## src/rtl/dma_writer.sv

```systemverilog
// dma_writer: copies i_count words from a packed word buffer into word-addressed
// memory starting at i_address, one registered write per clock.
`default_nettype none

module dma_writer #(
  parameter int BUFFER_SIZE       = 120,
  parameter int WORD_SIZE         = 16,
  parameter int MEM_ADDRESS_WIDTH = 3
) (
  input  logic                                clk,
  input  logic                                rst_n,
  input  logic                                i_write,
  input  logic [MEM_ADDRESS_WIDTH-1:0]        i_address,
  input  logic [MEM_ADDRESS_WIDTH-1:0]        i_count,
  input  logic [BUFFER_SIZE*WORD_SIZE-1:0]    i_buffer,
  output logic [MEM_ADDRESS_WIDTH-1:0]        o_mem_addr,
  output logic [WORD_SIZE-1:0]                o_mem_data,
  output logic                                o_mem_write,
  output logic                                o_busy,
  output logic                                o_done
);

  localparam int MAX_COUNT = 2**MEM_ADDRESS_WIDTH - 1;
  localparam int CLAMP     = (BUFFER_SIZE < MAX_COUNT) ? BUFFER_SIZE : MAX_COUNT;
  localparam logic [MEM_ADDRESS_WIDTH-1:0] COUNT_LIMIT = MEM_ADDRESS_WIDTH'(CLAMP);

  typedef enum logic [1:0] {
    S_IDLE  = 2'd0,
    S_WRITE = 2'd1,
    S_DONE  = 2'd2
  } state_e;

  state_e                         state_q, state_d;
  logic [MEM_ADDRESS_WIDTH-1:0]   idx_q, idx_d;
  logic [MEM_ADDRESS_WIDTH-1:0]   base_q, base_d;
  logic [MEM_ADDRESS_WIDTH-1:0]   n_q, n_d;
  logic [MEM_ADDRESS_WIDTH-1:0]   mem_addr_q, mem_addr_d;
  logic [WORD_SIZE-1:0]           mem_data_q, mem_data_d;
  logic                           mem_write_q, mem_write_d;
  logic                           busy_q, busy_d;
  logic                           done_q, done_d;

  // Outputs are registered, so word 0 is staged on the start edge and idx_q
  // then holds the number of words already presented (the next index to send).
  always_comb begin
    state_d     = state_q;
    idx_d       = idx_q;
    base_d      = base_q;
    n_d         = n_q;
    mem_addr_d  = mem_addr_q;
    mem_data_d  = mem_data_q;
    mem_write_d = 1'b0;
    busy_d      = 1'b0;
    done_d      = 1'b0;

    case (state_q)
      S_IDLE: begin
        if (i_write) begin
          if (i_count == '0) begin
            state_d = S_DONE;
            done_d  = 1'b1;
          end else begin
            base_d      = i_address;
            n_d         = (i_count > COUNT_LIMIT) ? COUNT_LIMIT : i_count;
            mem_addr_d  = i_address;
            mem_data_d  = i_buffer[WORD_SIZE-1:0];
            mem_write_d = 1'b1;
            busy_d      = 1'b1;
            idx_d       = MEM_ADDRESS_WIDTH'(1);
            state_d     = S_WRITE;
          end
        end
      end

      S_WRITE: begin
        if (idx_q == n_q) begin
          state_d = S_DONE;
          done_d  = 1'b1;
        end else begin
          mem_addr_d  = base_q + idx_q;
          mem_data_d  = i_buffer[int'(idx_q)*WORD_SIZE +: WORD_SIZE];
          mem_write_d = 1'b1;
          busy_d      = 1'b1;
          idx_d       = idx_q + 1'b1;
        end
      end

      S_DONE: begin
        if (i_write) begin
          done_d = 1'b1;
        end else begin
          state_d = S_IDLE;
        end
      end

      default: state_d = S_IDLE;
    endcase
  end

  always_ff @(posedge clk or negedge rst_n) begin
    if (!rst_n) begin
      state_q     <= S_IDLE;
      idx_q       <= '0;
      base_q      <= '0;
      n_q         <= '0;
      mem_addr_q  <= '0;
      mem_data_q  <= '0;
      mem_write_q <= 1'b0;
      busy_q      <= 1'b0;
      done_q      <= 1'b0;
    end else begin
      state_q     <= state_d;
      idx_q       <= idx_d;
      base_q      <= base_d;
      n_q         <= n_d;
      mem_addr_q  <= mem_addr_d;
      mem_data_q  <= mem_data_d;
      mem_write_q <= mem_write_d;
      busy_q      <= busy_d;
      done_q      <= done_d;
    end
  end

  assign o_mem_addr  = mem_addr_q;
  assign o_mem_data  = mem_data_q;
  assign o_mem_write = mem_write_q;
  assign o_busy      = busy_q;
  assign o_done      = done_q;

endmodule

`default_nettype wire

```

## config.mk

```make
export PLATFORM = sky130hd
export DESIGN_NAME = dma_writer
export DESIGN_NICKNAME = d
export VERILOG_FILES = /design/src/rtl/dma_writer.sv
export SDC_FILE = /design/constraint.sdc
export NUM_CORES = 1
export LEC_CHECK = 0
export BUFFER_PORTS_ARGS = -buffer_cell sky130_fd_sc_hd__buf_2
export CAP_MARGIN = 10
export CORE_AREA = 3 3 767 769
export DETAILED_ROUTE_END_ITERATION = 6
export DIE_AREA = 0 0 770 772
export MAX_ROUTING_LAYER = met4
export SYNTH_ARGS = -nofsm -noshare
export SYNTH_HDL_FRONTEND = slang
export SYNTH_SLANG_ARGS = --single-unit
export TNS_END_PERCENT = 10
```

## constraint.sdc

```tcl
create_clock -name clk -period 1.5 [get_ports clk]
set_input_delay 0.075 -clock clk [delete_from_list [all_inputs] [get_ports clk]]
set_output_delay 0.075 -clock clk [all_outputs]
set_load 0.02 [all_outputs]
```

==> impl_metrics.env <==
export IMPL_status="finished, violations left"
export IMPL_violations="setup timing"
export IMPL_final_layout_size_suffix_gt1_share_pct=53.5
export IMPL_detail_route_iter0_violations=206
export IMPL_synth_area_leaders="dfrtp_1 (32%), mux2i_1 (25%), a22oi_1 (9.5%)"
export IMPL_worstPathMaxFanout=14
export IMPL_dpl_cell_count=8195
export IMPL_io_pins=1951
export IMPL_clkPwrFrac_pct=10.3
export IMPL_syn_cell_area_mm2=0.00253
export IMPL_min_delay_path_class="input pin to flop"
export IMPL_grt_pass1_wl_um=37500
export IMPL_grt_use_total_pct=1.10
export IMPL_syn_inst=269
export IMPL_hold_viol=0
export IMPL_ant_nets=0
export IMPL_p_switching_uw=4460
export IMPL_yosysTopAreaCell="dfrtp_1"
export IMPL_vdd_ir_drop_worst_mv=1.01
export IMPL_die_height_um=772
export IMPL_yosys_top_cells_count="mux2i_1 (64), a22oi_1 (32), dfrtp_1 (32)"
export IMPL_setup_violations=24
export IMPL_cts_buffer_depth=2
export IMPL_clock_fmax_mhz=579
export IMPL_critical_path_class="flop to flop"
export IMPL_finalHoldWorstSlack_ns=0.0613
export IMPL_ys_seq_elements=32
export IMPL_nNetsFinal=2385
export IMPL_power_density_mw_per_mm2=699
export IMPL_avgViaCountPerCell=0.387
export IMPL_finClkSkew_ns=0.00788
export IMPL_gr_total_overflow=0
export IMPL_maxCapViolations=0
export IMPL_dp_slack_ns=-0.403
export IMPL_p_int_uw=5360
export IMPL_swShare_pct=45.5
export IMPL_async_reset_ff_share_pct=100
export IMPL_relSlewSlack_pct=54.3
export IMPL_synthFlopType="dfrtp_1"
export IMPL_cp_cell_sequence="buf_4, bufbuf_16, mux2i_2, a22oi_1, nand3_1, a31oi_1"
export IMPL_vias=3235
export IMPL_die_w_um=770
export IMPL_synth_cell_types=30
export IMPL_initial_core_util_pct=0.436
export IMPL_final_period_utilization_pct=115
export IMPL_finalMaxSlewViolations=0
export IMPL_finalSetupTns_ns=-3.89
export IMPL_grt_start_max_net_pins=23
export IMPL_cts_buffers=5
export IMPL_power_frac_comb_pct=71.9
export IMPL_final_area_mm2=0.0140
export IMPL_seqPwrFrac_pct=17.8
export IMPL_slowest_stage="dfrtp_4"
export IMPL_tightest_slew_ns=0.682
export IMPL_cts_root_buf="clkbuf_16"
export IMPL_routabilityCongestion=0.722
export IMPL_required_ns=1.72
export IMPL_start_kind="flop"
export IMPL_cp_arrival_ns=1.94
export IMPL_rows=280
export IMPL_grt_setup_unrepaired="yes"
export IMPL_syn_num_nets=2201
export IMPL_portBuffers=158
export IMPL_cts_max_level=2
export IMPL_yosysWarnings=0
export IMPL_power_static_leakage_uw=0.00194
export IMPL_routed_wirelength_um=32200
export IMPL_first_global_vias=3071
export IMPL_die_area_mm2=0.594
export IMPL_cts_tree="done"
export IMPL_firstDrtPassIters=5
export IMPL_setup_ws_ns=-0.227
export IMPL_yosysMostFrequentCell="mux2i_1"
export IMPL_clk_latency_ns=0.29
export IMPL_wl_per_cell_um=3.86
export IMPL_fp_coreArea_mm2=0.582
export IMPL_placed_area_mm2=0.0133
export IMPL_synth_edff_count=0
export IMPL_dp_hpwl_um=29800
export IMPL_syn2layout_area_growth_pct=454
export IMPL_min_period_ns=1.73
export IMPL_fin_cells=8350
export IMPL_synth_seq_area_share_pct=31.6
export IMPL_yosys_area_top_type_share_pct=31.6
export IMPL_antenna_found_initial=33
export IMPL_cpPeakStageDelay_ns=0.53
export IMPL_cts_sinks=32
export IMPL_postSynthAreaPerCell_um2=9.42
export IMPL_path_clk_slew_ns=0.06
export IMPL_drc=0
export IMPL_worstSetupEndpointType="flop"
## final timing paths
path / end / slack [ns] / cells past startpoint / startpoint
setup / recovery: o_mem_data[6]$_DFFE_PN0P_ / -0.23 / 6 / idx_q[1]$_DFFE_PN0P_
hold / removal: o_mem_data[12]$_DFFE_PN0P_ / 0.06 / 3 / i_buffer[12]
setup reg to reg: o_mem_data[6]$_DFFE_PN0P_ / -0.23 / 6 / idx_q[1]$_DFFE_PN0P_
hold reg to reg: base_q[1]$_DFFE_PN0P_ / 0.55 / 1 / base_q[1]$_DFFE_PN0P_
max in group asynchronous: o_mem_data[3]$_DFFE_PN0P_ / 0.83 / 3 / rst_n
min in group asynchronous: o_mem_data[12]$_DFFE_PN0P_ / 0.20 / 2 / rst_n
## layer usage
metal	vias up	share of wire [%]	GRT usage, %	wire, um
li1	1544	-	-	-
met1	1404	62	1.68	20000
met2	268	23	0.865	7350
met3	19	14	1.08	4630
met4	0	0.76	0.0653	246
met5	-	0	-	0
## power groups by stage
| stage | Clock [uW] | Sequential [uW] | Combinational (uW) |
|---|---|---|---|
| 3_5_place_dp | 0 | 1760 | 6390 |
| 6_report | 1010 | 1750 | 7070 |
| 5_1_grt | 1060 | 1800 | 7580 |
| 3_3_place_gp | 0 | 1750 | 6400 |
| 2_1_floorplan | 0 | 2000 | 3600 |
| 4_1_cts | 1020 | 1780 | 6790 |
## layout by cell type (no fill, tap or decap), types with 2 or more instances in the layout
cell type | netlist | layout
a21oi_1 | 2 | 2
a22oi_1 | 32 | 30
a22oi_2 | 0 | 2
a31oi_1 | 20 | 20
buf_12 | 0 | 6
buf_2 | 11 | 158
buf_4 | 5 | 33
buf_6 | 2 | 4
clkbuf_16 | 0 | 6
dfrtp_1 | 32 | 30
diode_2 | 0 | 141
mux2_1 | 6 | 6
mux2i_1 | 64 | 46
mux2i_2 | 0 | 10
mux2i_4 | 0 | 8
nand2_1 | 23 | 23
nand2b_1 | 3 | 3
nand3_1 | 16 | 16
nor2_1 | 2 | 2
nor2b_1 | 3 | 2
nor3_1 | 21 | 21
o21ai_0 | 2 | 2
xnor2_2 | 2 | 4
## cell type report
type                       instances  area (um2)
tap                             7755        9700
sequential                        32         806
fill                           69700      568000
timing repair buffer             204        1270
antenna                          141         353
multi-input combinational        209        1760
clock buffer                       6         129
clock inverter                     2        16.3
inverter                           1        3.75
## critical path, delay by kind of cell, from the launching register on
kind | cells | cell delay [ns]
muxes | 1 | 0.18
DFF | 1 | 0.53
and+or+nand+nor | 1 | 0.10
buffers and inverters | 2 | 0.45
AOI/OAI and AO/OA | 2 | 0.39
## metrics by stage
stage / total power (uW) / utilization, %
6_report: 9820 / 2.42
5_1_grt: 10400 / 2.40
4_1_cts: 9590 / 2.34
3_5_place_dp: 8140 / 2.28
3_3_place_gp: 8150 / 2.28
2_1_floorplan: 5600 / -
## timing repair
item	in CTS	in global routing
endpoints found under the setup margin	24	30
setup buffers	0	3
gates resized for setup	28	8
hold buffers	1	0
hold endpoints to repair	32	0
pin swaps	4	16
gates cloned	1	1
## logic make-up after synthesis
logic type,Yosys count,synth area share [%]
XOR/XNOR,5,2.32
buffers and inverters,28,6.02
multiplexers,70,27.9
AO/OA/AOI/OAI,58,16.2
AND/OR/NAND/NOR,73,14.1
flip-flops,32,31.6
adder cells (fa/ha/maj),3,1.78
## state kept, by name, indices dropped and copies added (netlist names)
register and cells:
o_mem_data 16, base_q 3, idx_q 3, n_q 3
o_mem_addr 3, state_q 2, o_busy 1, o_done 1
Note: power is estimated with default switching activity, not from simulation.
